<file path="src/rtl/uart_tx_mmio.sv">
// Memory-mapped 8N1 UART transmitter: TXDATA/STATUS/BAUDDIV registers, a small TX FIFO
// and a START/DATA/STOP serialiser driving a registered TxD pin.
module uart_tx_mmio #(
  parameter logic [31:0] BASE_ADDR   = 32'h0000_FF00,
  parameter int          FIFO_DEPTH  = 4,
  parameter logic [15:0] DEFAULT_DIV = 16'd434
) (
  input  logic        clk,
  input  logic        reset,
  input  logic        MemWrite,
  input  logic [31:0] Adr,
  input  logic [31:0] WriteData,
  output logic        IoSel,
  output logic [31:0] IoReadData,
  output logic        TxD
);

  localparam int         PW       = $clog2(FIFO_DEPTH);
  localparam logic [3:0] FULL_CNT = 4'(FIFO_DEPTH);

  typedef enum logic [1:0] {IDLE, START, DATA, STOP} state_t;

  state_t          state_r, state_next_s;
  logic [7:0]      fifo_mem_r [FIFO_DEPTH];
  logic [PW-1:0]   wr_ptr_r, rd_ptr_r;
  logic [3:0]      count_r;
  logic            overflow_r;
  logic [15:0]     baud_div_r, bit_div_r, bit_div_next_s, eff_div_s;
  logic [15:0]     cnt_r, cnt_next_s;
  logic [2:0]      bit_idx_r, bit_idx_next_s;
  logic [7:0]      shreg_r, shreg_next_s, pop_data_s;
  logic            txd_r, txd_next_s;
  logic            wr_s, push_s, pop_s, empty_s, full_s, busy_s, bit_end_s;
  logic [1:0]      off_s;
  logic            unused_s;

  assign IoSel      = (Adr[31:4] == BASE_ADDR[31:4]);
  assign off_s      = Adr[3:2];
  assign wr_s       = MemWrite & IoSel;
  assign empty_s    = (count_r == 4'd0);
  assign full_s     = (count_r == FULL_CNT);
  assign push_s     = wr_s & (off_s == 2'd0) & ~full_s;
  assign busy_s     = (state_r != IDLE);
  assign bit_end_s  = (cnt_r == 16'd0);
  assign eff_div_s  = (baud_div_r == 16'd0) ? 16'd1 : baud_div_r;
  assign pop_data_s = fifo_mem_r[rd_ptr_r];
  assign TxD        = txd_r;
  assign unused_s   = ^{WriteData[31:16], Adr[1:0]};

  // Combinational register read mux.
  always_comb begin
    IoReadData = 32'd0;
    if (IoSel) begin
      case (off_s)
        2'd1:    IoReadData = {24'd0, count_r, overflow_r, busy_s, full_s, empty_s};
        2'd2:    IoReadData = {16'd0, baud_div_r};
        default: IoReadData = 32'd0;
      endcase
    end else begin
      IoReadData = 32'd0;
    end
  end

  // Control registers: sticky overflow and the baud divisor.
  always_ff @(posedge clk) begin
    if (reset) begin
      overflow_r <= 1'b0;
      baud_div_r <= DEFAULT_DIV;
    end else begin
      if (wr_s && off_s == 2'd0 && full_s) overflow_r <= 1'b1;
      else if (wr_s && off_s == 2'd1)      overflow_r <= 1'b0;
      if (wr_s && off_s == 2'd2) baud_div_r <= WriteData[15:0];
    end
  end

  // FIFO storage; contents are meaningless once the pointers are reset.
  always_ff @(posedge clk) begin
    if (push_s) fifo_mem_r[wr_ptr_r] <= WriteData[7:0];
  end

  // FIFO pointers and occupancy count.
  always_ff @(posedge clk) begin
    if (reset) begin
      wr_ptr_r <= '0;
      rd_ptr_r <= '0;
      count_r  <= 4'd0;
    end else begin
      if (push_s) wr_ptr_r <= wr_ptr_r + PW'(1);
      if (pop_s)  rd_ptr_r <= rd_ptr_r + PW'(1);
      case ({push_s, pop_s})
        2'b10:   count_r <= count_r + 4'd1;
        2'b01:   count_r <= count_r - 4'd1;
        default: count_r <= count_r;
      endcase
    end
  end

  // Serialiser state register; TxD is registered alongside the state.
  always_ff @(posedge clk) begin
    if (reset) begin
      state_r   <= IDLE;
      cnt_r     <= 16'd0;
      bit_idx_r <= 3'd0;
      shreg_r   <= 8'd0;
      bit_div_r <= 16'd1;
      txd_r     <= 1'b1;
    end else begin
      state_r   <= state_next_s;
      cnt_r     <= cnt_next_s;
      bit_idx_r <= bit_idx_next_s;
      shreg_r   <= shreg_next_s;
      bit_div_r <= bit_div_next_s;
      txd_r     <= txd_next_s;
    end
  end

  // Next-state logic; txd_next_s is the line level for the coming cycle.
  always_comb begin
    state_next_s   = state_r;
    cnt_next_s     = cnt_r;
    bit_idx_next_s = bit_idx_r;
    shreg_next_s   = shreg_r;
    bit_div_next_s = bit_div_r;
    txd_next_s     = txd_r;
    pop_s          = 1'b0;
    case (state_r)
      IDLE: begin
        if (!empty_s) begin
          pop_s          = 1'b1;
          shreg_next_s   = pop_data_s;
          bit_div_next_s = eff_div_s;
          cnt_next_s     = eff_div_s - 16'd1;
          state_next_s   = START;
          txd_next_s     = 1'b0;
        end else begin
          txd_next_s     = 1'b1;
        end
      end
      START: begin
        if (bit_end_s) begin
          state_next_s   = DATA;
          bit_idx_next_s = 3'd0;
          cnt_next_s     = bit_div_r - 16'd1;
          txd_next_s     = shreg_r[0];
        end else begin
          cnt_next_s     = cnt_r - 16'd1;
        end
      end
      DATA: begin
        if (bit_end_s) begin
          cnt_next_s = bit_div_r - 16'd1;
          if (bit_idx_r == 3'd7) begin
            state_next_s   = STOP;
            txd_next_s     = 1'b1;
          end else begin
            bit_idx_next_s = bit_idx_r + 3'd1;
            shreg_next_s   = {1'b0, shreg_r[7:1]};
            txd_next_s     = shreg_r[1];
          end
        end else begin
          cnt_next_s = cnt_r - 16'd1;
        end
      end
      STOP: begin
        if (bit_end_s) begin
          if (!empty_s) begin
            pop_s          = 1'b1;
            shreg_next_s   = pop_data_s;
            bit_div_next_s = eff_div_s;
            cnt_next_s     = eff_div_s - 16'd1;
            state_next_s   = START;
            txd_next_s     = 1'b0;
          end else begin
            state_next_s   = IDLE;
            txd_next_s     = 1'b1;
          end
        end else begin
          cnt_next_s = cnt_r - 16'd1;
        end
      end
      default: begin
        state_next_s = IDLE;
        txd_next_s   = 1'b1;
      end
    endcase
  end

endmodule

</file>
<file path="config.mk">
export PLATFORM = sky130hd
export DESIGN_NAME = uart_tx_mmio
export DESIGN_NICKNAME = d
export VERILOG_FILES = /design/src/rtl/uart_tx_mmio.sv
export SDC_FILE = /design/constraint.sdc
export NUM_CORES = 1
export LEC_CHECK = 0
export ABC_AREA = 1
export BUFFER_PORTS_ARGS = -buffer_cell sky130_fd_sc_hd__buf_2
export CORE_UTILIZATION = 57
export CTS_CLUSTER_SIZE = 10
export DETAILED_ROUTE_END_ITERATION = 10
export PLACE_DENSITY_LB_ADDON = 0.05
export SLEW_MARGIN = 20
export SYNTH_ARGS = -nofsm -noshare
export SYNTH_HDL_FRONTEND = slang
export SYNTH_SLANG_ARGS = --single-unit
</file>
<file path="constraint.sdc">
create_clock -name clk -period 3 [get_ports clk]
set_input_delay 0.3 -clock clk [delete_from_list [all_inputs] [get_ports clk]]
set_output_delay 0.3 -clock clk [all_outputs]
set_load 0.01 [all_outputs]
</file>
==> results of run 1 <==
sequential cells by signal, summed over array words and instances, names as in the netlist, named ones only:
name	count
bit_idx_r	3
cnt_r	16
TxD	1
bit_div_r	16
shreg_r	8
baud_div_r	16
rd_ptr_r	2
fifo_mem_r	32
wr_ptr_r	2
state_r	2
overflow_r	1
count_r	4
report_power, final:
part           internal, W  switching [W]  leakage, nW
registers          0.00168       0.000182        0.885
logic             0.000983        0.00190         1.92
clock network     0.000381       0.000495       0.0919
total              0.00304        0.00258         2.90
worst max-delay path by stage:
stage / startpoint / end / slack, ns / cells after the start
finish: cnt_r[0] / count_r[3] / 0.21 / 18
global route: cnt_r[0] / count_r[3] / 0.02 / 18
CTS: state_r[0] / count_r[3] / 0.19 / 15
floorplan: state_r[0] / count_r[3] / 0.37 / 16
detailed placement: state_r[0] / count_r[3] / 0.19 / 15
global placement: Adr[7] / count_r[3] / 0.27 / 17
tightest hold or removal path, cell delays in order:
cell	delay, ns
buf_2	0.08
nand2_1	0.05
o211ai_1	0.06
routing by layer:
metal	up-vias	share of wire, %	GRT usage [%]
met3	25	7.5	5.897
met5	-	0.087	0
met2	210	46	46.13
li1	2857	-	-
met1	2583	45	37.27
met4	2	1.4	7.534
kinds of logic after synthesis:
group                    count (synthesis)  share of synthesized area [%]
other                                    1                        0.06005
XOR/XNOR                                26                          3.647
AND/OR/NAND/NOR                        326                          24.08
AO/OA/AOI/OAI                          196                          17.61
buffers and inverters                  146                          10.32
multiplexers                             6                         0.9618
flip-flops                             105                          38.79
adder cells (fa/ha/maj)                 22                          4.528
through the flow:
| step | utilization, % | instances | setup slack [ns] | total power [W] |
|---|---|---|---|---|
| floorplan | - | 843 | 0.3734 | 0.004085 |
| global placement | 63.54 | 1015 | 0.2685 | 0.004634 |
| detailed placement | 63.54 | 1015 | 0.1929 | 0.004716 |
| CTS | 65.45 | 1031 | 0.1906 | 0.005593 |
| global route | 65.52 | 1031 | 0.01795 | 0.006075 |
| finish | 65.52 | 1031 | 0.2086 | 0.005619 |
cell usage after synthesis, types with 15 or more instances:
cell type / number / area share [%]
nor2_1: 89 / 5.3
edfxtp_1: 32 / 15
a21oi_1: 76 / 6.1
o21ai_0: 59 / 4.7
o21ai_1: 19 / 1.5
clkbuf_1: 15 / 0.90
buf_4: 16 / 1.9
inv_1: 95 / 5.7
dfxtp_1: 73 / 23
xor2_1: 19 / 2.7
nand3_1: 45 / 3.6
ha_1: 21 / 4.2
nand2_1: 130 / 7.8
cell type report:
class                      count  share of cell area (%)
multi-input combinational    592                   47.29
sequential                   105                   35.33
clock buffer                  12                   2.427
inverter                     104                   5.840
tap                          136                   2.482
clock inverter                 4                  0.4928
timing repair buffer          78                   6.133
what timing repair did:
| item | 4_1_cts | 5_1_grt |
|---|---|---|
| buffers inserted | 0 | 0 |
| resized for setup | 0 | 3 |
| endpoints found under the setup margin | 0 | 1 |
==> qor.yml, run 1 <==
setup_path:
  cp_slowest_stage_delay_ns: 0.34
  cp.arrival_ns: 3.07
  reg2reg_to: "count_r[3]"
  r2r_cells: 18
  critPathLaunchType: "register"
  cp_common_cell: "nor2_1"
  cp.required_ns: 3.28
  crit_slowest_cell: "dfxtp_1"
  r2r_slack_ns: 0.21
  critPathCaptureType: "register"
  cp_cell_sequence: "inv_1 > ha_1 > nand3_1 > nor2_1 > nand3_1 > inv_1 > nand2_2 > a21oi_4 > ha_2 > ha_1 > nand2_1 > nor2_1 > a211oi_1 > nor2_1 > nor2_1 > nand2_1 > o21ai_0 > a21oi_1"
  cp_max_fo: 5
  cpLargestDelayFamily: "adder cells"
  rr_startpoint: "cnt_r[0]"
  criticalPathCategory: "register to register"
  critPathBufInv: 2
power:
  ir_worst_vdd_uv: 504.0
  cellPowerDensity_mw_per_mm2: 819.6
  p_leak_nw: 2.895
route:
  firstDrtPassIters: 5
  drt-initial-drc-count: 350
  drc: 0
  wire_per_inst_um: 14.43
  routed_via_density: 5.506
  vias: 5677
  postRouteAntennaNets: 0
  wl_um: 14880
synth:
  synth_ff_type: "dfxtp_1"
  syn-cell-area_mm2: 0.006245
  synth_edf_count: 32
  async_flop_share_pct: 0
  yosysWarnings: 0
  ys_ff_latch: 105
  syn_inst: 828
  seq_area_frac_synth_pct: 38.79
  synth_cell_types: 52
  syn_avg_cell_area_um2: 7.542
grt:
  overflow: 0
  antenna_found_initial: 1
  grt_max_degree: 50
  grt.total_usage_pct: 28.01
  grt_pass1_vias: 5344
  grt_pass1_wl_um: 24980
finish:
  mostFrequentLayoutCell: "nand2_1"
  final_area_mm2: 0.006855
  most-common-layout-cells: "nand2_1 (130), inv_1 (95), nor2_1 (87)"
  multi_input_area_mm2: 0.003242
  diodes: 0
  seq_area_mm2: 0.002422
  nFillCells: 973
  layout-drive-gt1-share_pct: 15.31
  areaGrowthSynthToFinish_pct: 9.778
  final_nets: 979
place:
  port_buffers: 66
  dp_hpwl_um: 11220
  place_area_mm2: 0.006648
  place.gp.congestion: 0.9052
die:
  core_area_mm2: 0.01046
  start_util_pct: 59.69
  rows: 37
  io_pins: 101
  die-area_mm2: 0.01138
  die_w_um: 106.7
  fp.dieH_um: 106.7
timing:
  hold_viol: 0
  finalSetupViolCount: 0
  grt_setup_unrepaired: "no"
  relSlewSlack_pct: 51.37
  max_freq_mhz: 358.2
  fin_crit_sh_pct: 93.05
  fin_skew_ns: 0.01805
  whs_ns: 0.1362
  setup_tns_ns: 0
  period_needed_ns: 2.791
  drv_slew: 0
  worst_pin_slew_ns: 0.7275
min_path:
  whs_path_depth: 3
  hold_path.startpoint: "WriteData[8]"
  min_path_type: "input pin to register"
  min_to: "baud_div_r[8]"
clocking:
  insertion_delay_ns: 0.38
  clock_sinks: 105
  clk_pin_slew_ns: 0.10
  cts_hold_buf: 0
  cts_tree: "done"
  clockBufferDepth: 2
  htree_num_levels: 3
  clock-root-buffer: "clkbuf_8"
  numCtsBuffers: 9
flow_run:
  drv_cap: 0
outcome:
  status: "complete, no violations"
Power figures use the tool's default switching activity.
==> inputs of run 2 (changes only) <==
--- a/config.mk
+++ b/config.mk
@@ -7,6 +7,7 @@
 export LEC_CHECK = 0
 export ABC_AREA = 1
 export BUFFER_PORTS_ARGS = -buffer_cell sky130_fd_sc_hd__buf_2
+export CORE_MARGIN = 3
 export CORE_UTILIZATION = 57
 export CTS_CLUSTER_SIZE = 10
 export DETAILED_ROUTE_END_ITERATION = 10
==> run 2 against run 1 <==
Net effect:
- sequential power about the same
- count of clock-buffer cells in the layout decreased by 3
- clock power decreased by 2.9%
- global-route usage decreased by 2.9 points
- power about the same
- register-to-register slack about the same
- sequential cell count unchanged
- clock skew increased by 0.0028 ns
- non-clock buffer count increased by 3
- critical path depth unchanged
- final cell count increased by 0.29%
- critical path type unchanged
==> qor.yml, run 2 (synthesis results as in run 1) <==
clocking:
  clock-root-buffer: "clkbuf_8"
  clk_pin_slew_ns: 0.12
  insertion_delay_ns: 0.39
  cts_tree: "done"
  htree_num_levels: 3
  clock_sinks: 105
  clockBufferDepth: 2
  post_cts_resized: 0
  cts_setup_buffers: 0
  cts_hold_buf: 0
  numCtsBuffers: 9
setup_path:
  cpLargestDelayFamily: "adder cells"
  cp_slowest_stage_delay_ns: 0.35
  criticalPathCategory: "register to register"
  critPathCaptureType: "register"
  cp_common_cell: "nor2_1"
  cp.required_ns: 3.29
  crit_slowest_cell: "dfxtp_1"
  r2r_slack_ns: 0.21
  critPathLaunchType: "register"
  cp_max_fo: 5
  critPathBufInv: 2
  cp_cell_sequence: "inv_1 > ha_1 > nand3_1 > nor2_1 > nand3_1 > inv_1 > nand2_2 > a21oi_4 > ha_1 > ha_1 > nand2_1 > nor2_1 > a211oi_2 > nor2_1 > nor2_1 > nand2_1 > o21ai_0 > a21oi_1"
  cp.arrival_ns: 3.08
timing:
  period_needed_ns: 2.792
  max_freq_mhz: 358.2
  relSlewSlack_pct: 53.25
  postLayoutSetupSlackWorst_ns: 0.2079
  finalSetupViolCount: 0
  hold_viol: 0
  worst_pin_slew_ns: 0.7004
  drv_slew: 0
  whs_ns: 0.1444
  fin_skew_ns: 0.02085
  grt_setup_unrepaired: "no"
  fin_crit_sh_pct: 93.07
  setup_tns_ns: 0
power:
  cellPowerDensity_mw_per_mm2: 818.6
  ir_worst_vdd_uv: 450.8
  p_leak_nw: 2.914
die:
  die_w_um: 110.7
  die-area_mm2: 0.01225
  rows: 37
  fp.dieH_um: 110.7
  start_util_pct: 59.42
  io_pins: 101
  core_area_mm2: 0.01051
finish:
  areaGrowthSynthToFinish_pct: 9.878
  multi_input_area_mm2: 0.003242
  mostFrequentLayoutCell: "nand2_1"
  largest_reg_flops: 32
  final_cell_count_no_fill: 1034
  layout-drive-gt1-share_pct: 15.59
  top_register: "fifo_mem_r"
  final_nets: 982
  diodes: 0
  nFillCells: 891
  seq_area_mm2: 0.002422
  most-common-layout-cells: "nand2_1 (130), inv_1 (95), nor2_1 (88)"
route:
  drt-initial-drc-count: 462
  postRouteAntennaNets: 0
  routed_via_density: 5.492
  vias: 5679
  wire_per_inst_um: 14.77
  firstDrtPassIters: 5
  drc: 0
  wl_um: 15270
place:
  dp_slack_ns: 0.2193
  port_buffers: 66
  dp.cells: 1018
  place.gp.congestion: 0.9002
  dp_hpwl_um: 11520
grt:
  grt_pass1_vias: 5256
  overflow: 0
  grt.total_usage_pct: 25.08
  grt_max_degree: 27
  grt_pass1_wl_um: 25360
  antenna_found_initial: 0
outcome:
  status: "complete, no violations"
flow_run:
  drv_cap: 0
min_path:
  min_path_type: "input pin to register"
==> run 2: where the power goes <==
part	total (W)	switching (W)	leakage [nW]	internal (W)
Sequential	0.00186	0.000185	0.885	0.00168
Combinational	0.00290	0.00192	1.93	0.000978
Clock	0.000851	0.000533	0.0965	0.000318
==> run 2: final cells by class <==
cell class	count	share of cell area, %
multi-input cells	592	47.25
flip-flops and latches	105	35.30
repair buffers	81	6.455
inverters	104	5.835
well taps	136	2.480
clock buffers	9	1.805
clock inverters	7	0.8753
==> run 2: final timing paths <==
check | startpoint | end | cells past startpoint
worst max-delay path | cnt_r[0] | count_r[3] | 18
worst min-delay path | WriteData[8] | baud_div_r[8] | 3
worst max register to register | cnt_r[0] | count_r[3] | 18
worst min register to register | shreg_r[0] | shreg_r[0] | 2
==> run 2: stage by stage <==
stage	cell area [um^2]	total power [W]	util (%)
final	6862	0.005617	65.29
after global routing	6862	0.006088	65.29
after CTS	6854	0.005578	65.22
after detailed placement	6670	0.004724	63.47
after global placement	6670	0.004647	63.47
after floorplan	6301	0.004085	-
==> run 2: worst reg2reg max path, stage by stage, from the launching register on <==
cell and delay, ns:
dfxtp_1 0.35, inv_1 0.10, ha_1 0.26, nand3_1 0.11, nor2_1 0.10, nand3_1 0.07, inv_1 0.07, nand2_2 0.11
a21oi_4 0.24, ha_1 0.25, ha_1 0.29, nand2_1 0.08, nor2_1 0.05, a211oi_2 0.20, nor2_1 0.06, nor2_1 0.08
nand2_1 0.07, o21ai_0 0.16, a21oi_1 0.05
==> run 2: layer usage <==
metal,wire length [um],share of wire [%],global-route usage (%)
met5,0,0,0
met4,155,1.0,6.732
met3,1244,8.1,5.076
met2,6752,44,38.63
met1,7120,47,36.02
